`src/rtl/matmul_pkg.sv`:
```
// Shared types and helpers for the systolic matrix-multiply datapath:
// feeder FSM states, PE operand width and lane slicing helpers.
package matmul_pkg;

    localparam int PE_DATA_WIDTH = 8;

    typedef enum logic [2:0] {
        IDLE,
        LOAD,
        CLEAR,
        STREAM,
        DRAIN
    } feeder_state_t;

    // LSB position of a lane inside a packed multi-lane bus.
    function automatic int lane_lsb(input int lane, input int width);
        return lane * width;
    endfunction

    // Index width for a buffer of the given depth; never narrower than 1 bit.
    function automatic int idx_width(input int depth);
        return (depth > 1) ? $clog2(depth) : 1;
    endfunction

endpackage

```
`src/rtl/operand_bank.sv`:
```
// K x N operand register bank: a whole beat is written at once, and each
// lane reads its own beat index independently so skewed replay is possible.
module operand_bank
    import matmul_pkg::*;
#(
    parameter int DATA_WIDTH = PE_DATA_WIDTH,
    parameter int N          = 4,
    parameter int K          = 4,
    localparam int IDX_W     = idx_width(K)
) (
    input  logic                         clk,
    input  logic                         wr_en,
    input  logic [IDX_W-1:0]             wr_idx,
    input  logic [N*DATA_WIDTH-1:0]      wr_data,
    input  logic [N-1:0][IDX_W-1:0]      rd_idx,
    output logic [N*DATA_WIDTH-1:0]      rd_data
);

    logic [N*DATA_WIDTH-1:0] mem [K];

    always_ff @(posedge clk) begin
        if (wr_en) begin
            mem[wr_idx] <= wr_data;
        end
    end

    for (genvar gi = 0; gi < N; gi++) begin : g_lane_rd
        assign rd_data[lane_lsb(gi, DATA_WIDTH) +: DATA_WIDTH] =
            mem[rd_idx[gi]][lane_lsb(gi, DATA_WIDTH) +: DATA_WIDTH];
    end

endmodule

```
`src/rtl/systolic_feeder.sv`:
```
// Operand feeder for an N x N systolic array: buffers K beats of A and B,
// then replays them with a per-lane diagonal skew around clear and drain.
module systolic_feeder
    import matmul_pkg::*;
#(
    parameter int DATA_WIDTH = PE_DATA_WIDTH,
    parameter int N          = 4,
    parameter int K          = 4
) (
    input  logic                    clk,
    input  logic                    rst,
    input  logic                    in_valid,
    output logic                    in_ready,
    input  logic [N*DATA_WIDTH-1:0] in_a,
    input  logic [N*DATA_WIDTH-1:0] in_b,
    output logic [N*DATA_WIDTH-1:0] a_out,
    output logic [N*DATA_WIDTH-1:0] b_out,
    output logic [N-1:0]            a_en,
    output logic [N-1:0]            b_en,
    output logic                    acc_clr,
    output logic                    busy,
    output logic                    done
);

    localparam int IDX_W = idx_width(K);
    localparam int SW    = $clog2(K + N);
    localparam int BW    = $clog2(K) + 1;

    feeder_state_t state_reg;
    logic [BW-1:0] beat_cnt_reg;
    logic [SW-1:0] s_reg;
    logic [SW-1:0] drain_cnt_reg;

    logic                    hs;
    logic [IDX_W-1:0]        wr_idx;
    logic [SW-1:0]           s_next;
    logic [N-1:0]            lane_on;
    logic [N-1:0][IDX_W-1:0] rd_idx;
    logic [N*DATA_WIDTH-1:0] a_rd, b_rd, a_gated, b_gated;

    assign hs     = in_valid && in_ready;
    assign wr_idx = (state_reg == LOAD) ? IDX_W'(beat_cnt_reg) : '0;
    // Outputs are registered, so the bank is read for the step about to be shown.
    assign s_next = (state_reg == STREAM) ? s_reg + 1'b1 : '0;

    for (genvar gi = 0; gi < N; gi++) begin : g_skew
        assign lane_on[gi] = (int'(s_next) >= gi) && (int'(s_next) - gi < K);
        assign rd_idx[gi]  = lane_on[gi] ? IDX_W'(int'(s_next) - gi) : '0;
        assign a_gated[lane_lsb(gi, DATA_WIDTH) +: DATA_WIDTH] =
            lane_on[gi] ? a_rd[lane_lsb(gi, DATA_WIDTH) +: DATA_WIDTH] : '0;
        assign b_gated[lane_lsb(gi, DATA_WIDTH) +: DATA_WIDTH] =
            lane_on[gi] ? b_rd[lane_lsb(gi, DATA_WIDTH) +: DATA_WIDTH] : '0;
    end

    operand_bank #(.DATA_WIDTH(DATA_WIDTH), .N(N), .K(K)) u_bank_a (
        .clk     (clk),
        .wr_en   (hs),
        .wr_idx  (wr_idx),
        .wr_data (in_a),
        .rd_idx  (rd_idx),
        .rd_data (a_rd)
    );

    operand_bank #(.DATA_WIDTH(DATA_WIDTH), .N(N), .K(K)) u_bank_b (
        .clk     (clk),
        .wr_en   (hs),
        .wr_idx  (wr_idx),
        .wr_data (in_b),
        .rd_idx  (rd_idx),
        .rd_data (b_rd)
    );

    always_ff @(posedge clk) begin
        if (rst) begin
            state_reg     <= IDLE;
            beat_cnt_reg  <= '0;
            s_reg         <= '0;
            drain_cnt_reg <= '0;
            a_out         <= '0;
            b_out         <= '0;
            a_en          <= '0;
            b_en          <= '0;
            acc_clr       <= 1'b0;
            busy          <= 1'b0;
            done          <= 1'b0;
            in_ready      <= 1'b1;
        end else begin
            // Operands, enables and pulses are zero unless a state drives them.
            a_out   <= '0;
            b_out   <= '0;
            a_en    <= '0;
            b_en    <= '0;
            acc_clr <= 1'b0;
            done    <= 1'b0;
            case (state_reg)
                IDLE: begin
                    if (hs) begin
                        busy <= 1'b1;
                        if (K == 1) begin
                            state_reg <= CLEAR;
                            acc_clr   <= 1'b1;
                            in_ready  <= 1'b0;
                        end else begin
                            state_reg    <= LOAD;
                            beat_cnt_reg <= BW'(1);
                        end
                    end
                end
                LOAD: begin
                    if (hs) begin
                        if (beat_cnt_reg == BW'(K - 1)) begin
                            state_reg <= CLEAR;
                            acc_clr   <= 1'b1;
                            in_ready  <= 1'b0;
                        end else begin
                            beat_cnt_reg <= beat_cnt_reg + 1'b1;
                        end
                    end
                end
                CLEAR: begin
                    state_reg <= STREAM;
                    s_reg     <= '0;
                    a_out     <= a_gated;
                    b_out     <= b_gated;
                    a_en      <= lane_on;
                    b_en      <= lane_on;
                end
                STREAM: begin
                    if (s_reg == SW'(K + N - 2)) begin
                        if (N > 1) begin
                            state_reg     <= DRAIN;
                            drain_cnt_reg <= '0;
                        end else begin
                            state_reg <= IDLE;
                            busy      <= 1'b0;
                            in_ready  <= 1'b1;
                            done      <= 1'b1;
                        end
                    end else begin
                        s_reg <= s_next;
                        a_out <= a_gated;
                        b_out <= b_gated;
                        a_en  <= lane_on;
                        b_en  <= lane_on;
                    end
                end
                DRAIN: begin
                    if (drain_cnt_reg == SW'(N - 2)) begin
                        state_reg <= IDLE;
                        busy      <= 1'b0;
                        in_ready  <= 1'b1;
                        done      <= 1'b1;
                    end else begin
                        drain_cnt_reg <= drain_cnt_reg + 1'b1;
                    end
                end
                default: begin
                    state_reg <= IDLE;
                    busy      <= 1'b0;
                    in_ready  <= 1'b1;
                end
            endcase
        end
    end

endmodule

```
`config.mk`:
```
export PLATFORM = sky130hd
export DESIGN_NAME = systolic_feeder
export DESIGN_NICKNAME = d
export VERILOG_FILES = /design/src/rtl/matmul_pkg.sv /design/src/rtl/operand_bank.sv /design/src/rtl/systolic_feeder.sv
export SDC_FILE = /design/constraint.sdc
export NUM_CORES = 1
export LEC_CHECK = 0
export BUFFER_PORTS_ARGS = -buffer_cell sky130_fd_sc_hd__buf_4
export CAP_MARGIN = 20
export CORE_MARGIN = 2
export CORE_UTILIZATION = 58
export DETAILED_ROUTE_END_ITERATION = 8
export PLACE_DENSITY = 0.79
export SYNTH_ARGS = -nofsm -noshare
export SYNTH_HDL_FRONTEND = slang
export SYNTH_HIERARCHICAL = 1
export SYNTH_SLANG_ARGS = --single-unit
```
`constraint.sdc`:
```
create_clock -name clk -period 4.6 [get_ports clk]
set_input_delay 0 -clock clk [delete_from_list [all_inputs] [get_ports clk]]
set_output_delay 0 -clock clk [all_outputs]
set_load 0.01 [all_outputs]
```
---- Word level (Yosys, flattened, before mapping) ----
Memory sizes are Yosys's and may differ from the RTL's.
Cells that the tools add are included.
cells by class
  $add $sub $neg .......................... 6
  $lt $le $gt $ge ......................... 7
  equal/unequal tests ..................... 15
  mux-type cells .......................... 45
  bitwise logic cells ..................... 5
  reduce and logical (&&, ||, !) cells .... 18
operators by type and width
  kind                                                                count
  one-hot mux 32 bit (2 select lines)                                 2
  less-than comparator 32 x 4 -> 1 bit (second input constant)        3
  two-way mux 32 bit                                                  2
  two-way mux 8 bit                                                   8
  two-way mux 3 bit                                                   11
  one-hot mux 3 bit (2 select lines)                                  3
  one-hot mux 3 bit (5 select lines)                                  1
  == test 3 x 2 -> 1 bit (second input constant)                      4
  inequality test 2 bit (second input constant)                       6
  two-way mux 2 bit                                                   5
  adder 3 x 1 -> 3 bit (second input constant)                        3
  two-way mux 1 bit                                                   9
  OR reduction 3 bit                                                  3
  one-hot mux 4 bit (2 select lines)                                  1
  AND reduction 4 bit                                                 2
  subtractor 3 x 2 -> 4 bit (second input constant)                   2
  == test 3 bit (second input constant)                               2
  greater-or-equal comparator 3 x 2 -> 1 bit (second input constant)  2
  one-hot mux 1 bit (3 select lines)                                  2
  AND reduction 3 bit                                                 2
  nonzero test 2 bit                                                  3
  inverter 1 bit                                                      5
  AND reduction 5 bit                                                 1
  logical AND 1 bit                                                   4
  other kinds (9)                                                     10
word-level totals
  register bits ........................... 84
  RAM bits ................................ 256
  bits of input ports ..................... 67
  memories ................................ 2
memory list
  memory        depth  width  read ports  clocked after Yosys merged registers in  wr ports  RTL line            source
  u_bank_a.mem  4      32     4           0                                        1         operand_bank.sv:19  logic [N*DATA_WIDTH-1:0] mem [K];
  u_bank_b.mem  4      32     4           0                                        1         operand_bank.sv:19

---- Longest topological paths before layout ----
An unclocked memory read counts as a cell.
  word-level depth ........................ 10
  mapped depth ............................ 13

---- Cells and area by module ----
The synthesis kept the hierarchy.
by module, submodules not included
  module           times used  cells each  area an instance (um2)
  operand_bank     2           172         4,660.7
  systolic_feeder  1           337         3,379.5

---- Worst setup path after synthesis ----
No wires, ideal clock.
  kind .................................... reg2reg
  from .................................... reg state_reg[1]
  to ...................................... mem u_bank_a/mem[0][0] (netlist name), enable pin
  library setup time ...................... 468 ps
  data arrival time ....................... 3,262 ps
  data required time ...................... 4,132 ps
  slack ................................... 870 ps
  stages on the path, launching flop included .. 5
  buffers on the path ..................... 1
  cell sequence ........................... dfxtp_1 or3b_1 clkbuf_1 nor2_1 nor3b_1
between the ends
  longest elaborated chain between the ends .. 2
RTL lines
  what                    RTL line                source
  from (decl)             systolic_feeder.sv:29   feeder_state_t state_reg;
  from (signal assigned)  systolic_feeder.sv:75   state_reg <= IDLE;
  from (signal assigned)  systolic_feeder.sv:100  state_reg <= CLEAR;
  from (signal assigned)  systolic_feeder.sv:104  state_reg <= LOAD;
  == test 3 x 1 -> 1 bit  systolic_feeder.sv:42   assign wr_idx = (state_reg == LOAD) ? IDX_W'(beat_cnt_reg) : '0;
  two-way mux 2 bit       systolic_feeder.sv:42
  via wr_idx[1]           systolic_feeder.sv:35   logic [IDX_W-1:0] wr_idx;
  to (decl)               operand_bank.sv:19
The timed path passes the listed nets, and every way through them passes these cells.

==> key figures <==
Run status
  – Status: complete, no violations

Worst setup path
  – Crit path to: a_out[11]$_SDFF_PP0_
  – Critical Path RT: 4.95 ns
  – Cell family with most CP delay: simple AND/OR/NAND/NOR gates
  – R2R Setup Slk: 0.82 ns
  – Slowest cell on crit path: dfxtp_1
  – Startpoint types: flip-flop
  – CP bufs+invs: 1
  – Critical-path cell list: and2b_2 -> nand3_1 -> ha_1 -> and2_1 -> o221ai_1 -> o31ai_4 -> buf_4 -> mux4_2 -> o2111ai_1 -> o22ai_1
  – Setup crit start: state_reg[2]$_SDFFE_PP0P_
  – Crit Path Class: reg2reg
  – Worst path depth: 10
  – Crit Path Max Fanout: 18
  – CP Capture Type: flip-flop
  – Crit path largest cell delay: 0.60 ns
  – Reg2Reg Capture Point: a_out[11]$_SDFF_PP0_
  – Crit path DAT: 4.13 ns
  – FF-to-FF path depth: 10
  – Worst flop-to-flop path startpoint: state_reg[2]$_SDFFE_PP0P_

STA
  – Worst Skew: just over 0.02 ns
  – Slew Limit Fails: 0
  – Post-Route Setup TNS: 0 ns
  – Crit share post-route: 0.821
  – Actual transition at the worst max-transition pin: between 1 and 1.5 ns
  – F_max: 265 MHz
  – Hold Vio Cnt, Final: 0
  – Setup violators final: 0
  – RSZ-0062 raised after global routing: no
  – Final hold slack: between 0.2 and 0.25 ns
  – Rel. slew slack: 0.269
  – Min Clock Period, post-route: 3.78 ns

Clock network
  – Clock Sinks: 340
  – CTS tree: yes
  – Clk Latency, worst-skew pair: around 0.53 ns
  – Clock Pin Slew Worst Setup and Hold Paths: 0.06 ns
  – Clock buffer depth: 3
  – CTS HTree Levels: 2
  – Post_cts resized: 0
  – Num CTS Buffers: 35
  – CTS Root Cell: clkbuf_16

Flow run
  – Max Cap Violations: 0

Synth
  – Mapped Nets: 760
  – Synth Area per Inst: 18.7 µm²
  – Share of Yosys cell area claimed by the top area cell type: 0.605
  – Synth area leader: edfxtp_1
  – Post-Syn Area: ~13000 µm²
  – Post-synthesis register bit count: 340
  – Synth Warn #: 6
  – Async set or reset register ratio after synthesis: 0
  – Number of flops mapped to enable cells by yosys: around 260
  – Netlist cell types: 58
  – Cells after Synth: 681
  – Post-synthesis sequential area ratio: 0.738
  – Synth area leaders: edfxtp_1 61%, dfxtp_1 13%, mux4_2 11%, and2_1 1.6%, ha_1 1.2%
  – Top FF cell, synth: edfxtp_1

Route
  – Routed vias/inst: 5.79
  – Post-DRT Antenna Nets: 0
  – Number of detailed-route iterations in the first pass: 4
  – Vias: 6948
  – Residual DRC count: 0
  – DR iter-0 viols: 673
  – WL final: 25800 µm
  – DR WL/cell: 21.5 µm

Global routing
  – Congestion Overflow GR: 0
  – Vias in the first global route: 7382
  – Initial antenna violation count: 0
  – All-Layer GR Usage: 0.223
  – First-pass GRT wire length: 40300 µm
  – Largest net degree at the start of global routing: 33

Final layout
  – Top Registers: u_bank_a/mem (128), u_bank_b/mem (128)
  – Final Util: 0.725
  – # fillers: 1292
  – Syn-to-layout area delta: 23.8%
  – # diodes: 0
  – Share of layout cells above drive strength 1: 0.321
  – Design Area, Final: 15700 µm²
  – Post-layout net count: approximately 1000

Floorplanning
  – Die ar.: roughly 23000 µm²
  – Die X: 152 µm
  – Rows: 54
  – Io pins: 143
  – Core Box Area: 21700 µm²
  – Initial core utilization: 0.586
  – Die height: 152 µm

Place
  – HPWL reported at the end of detailed placement: 15300 µm
  – Area after DPL: between 10000 and 15000 µm²
  – PortBufs: 142
  – Final GP Congestion: 0.789

Pwr
  – P_int: 5.06 mW
  – Tot Pwr: 6.29 mW
  – Pwr dens: 400 nW/µm²
  – Leak: about 5.5 nW
  – Max VDD drop: around 0.43 mV
  – Combinational power share: 0.034
  – Sequential Power Share: 0.537
  – Clock power share: 0.429
  – Switch share: 0.195
  – NetSw: 1.23 mW

Hold path
  – Hold path depth: 2
  – Min-Delay Path Class: in2reg
==> worst register-to-register path: stages, from the launching register on <==
cell and delay [ns]:
dfxtp_1 0.60, and2b_2 0.31, nand3_1 0.26, ha_1 0.26, and2_1 0.59, o221ai_1 0.33, o31ai_4 0.11, buf_4 0.35
mux4_2 0.58, o2111ai_1 0.11, o22ai_1 0.12
==> cell families after synthesis <==
kind of cell | synth area share
AO/OA/AOI/OAI | 0.0511
XOR/XNOR | 0.00138
adder cells (fa/ha/maj) | 0.0118
buffers and inverters | 0.0306
flip-flops | 0.738
multiplexers | 0.114
AND/OR/NAND/NOR | 0.0530
==> worst min path at each step <==
stage / start / endpoint / slack (ns)
final: in_a[5] / u_bank_a/mem[3][5]$_DFFE_PP_ / 0.23
after CTS: in_a[23] / u_bank_a/mem[2][23]$_DFFE_PP_ / 0.20
after global routing: in_a[16] / u_bank_a/mem[0][16]$_DFFE_PP_ / 0.22
after global placement: in_a[30] / u_bank_a/mem[3][30]$_DFFE_PP_ / 0.20
after floorplan: in_a[0] / u_bank_a/mem[0][0]$_DFFE_PP_ / 0.1
after detailed placement: in_a[8] / u_bank_a/mem[3][8]$_DFFE_PP_ / 0.20
==> placed cells by master, fill, tap and decap left out, types with 20 or more instances in the layout <==
| cell type | Yosys | final |
|---|---|---|
| edfxtp_1 | 256 | 256 |
| buf_4 | 5 | 154 |
| dfxtp_1 | 84 | 84 |
| dlygate4sd3_1 | 0 | 66 |
| mux4_2 | 64 | 64 |
| clkbuf_16 | 0 | 35 |
| and2_1 | 33 | 33 |
| inv_1 | 28 | 28 |
| nand2_1 | 20 | 20 |
==> synth_stat cells, drive strengths merged, types with 3 or more instances <==
cell and n:
edfxtp 256, dfxtp 84, mux4 64, and2 33
inv 29, buf 25, nand2 20, clkbuf 19
a211oi 18, o2111ai 16, o22ai 16, ha 12
a21oi 9, nor2 8, o21ai 8, nand3 6
and3 5, and3b 5, nor3b 5, or4 4
a2bb2oi 3, nand2b 3, nor3 3
==> cell type report <==
| cell class | instances | area [µm²] | area share |
|---|---|---|---|
| Sequential cell | 340 | 9370 | 0.596 |
| Multi-Input combinational cell | 268 | 2980 | 0.189 |
| Timing Repair Buffer | 221 | 1830 | 0.116 |
| Clock buffer | 48 | 965 | 0.0614 |
| Tap cell | 280 | 350 | 0.0223 |
| Clock inverter | 14 | 125 | 0.00796 |
| Inverter | 29 | 109 | 0.00692 |
==> per-stage QoR <==
stage	setup slack, ns	std cells
CTS	0.832	1200
floorplan	0.870	681
finish	0.823	1200
global placement	0.975	1071
detailed placement	0.862	1072
global route	0.594	1200
==> power by group through the flow <==
stage / sequential [mW] / clock (mW) / combinational [mW]
after global placement: 3.44 / 0 / 0.158
final: 3.38 / 2.70 / 0.216
after global routing: 3.38 / 2.85 / 0.234
after detailed placement: 3.44 / 0 / 0.169
after floorplan: 3.44 / 0 / 0.0792
after CTS: 3.38 / 2.73 / 0.216
==> metal layers <==
layer	part of all wire	routed length [µm]	vias to the layer above	global-route usage
met5	0	0	-	0
met4	0.028	713	0	0.0779
met3	0.061	1590	54	0.0496
met2	0.52	13300	252	0.386
met1	0.39	10200	3517	0.282
li1	-	-	3125	-
==> repair_timing <==
action	4_1_cts	5_1_grt
setup buffers	0	0
hold endpoints to repair	273	0
hold buffers	66	0
No activity file was read; power rests on OpenSTA's default activity.
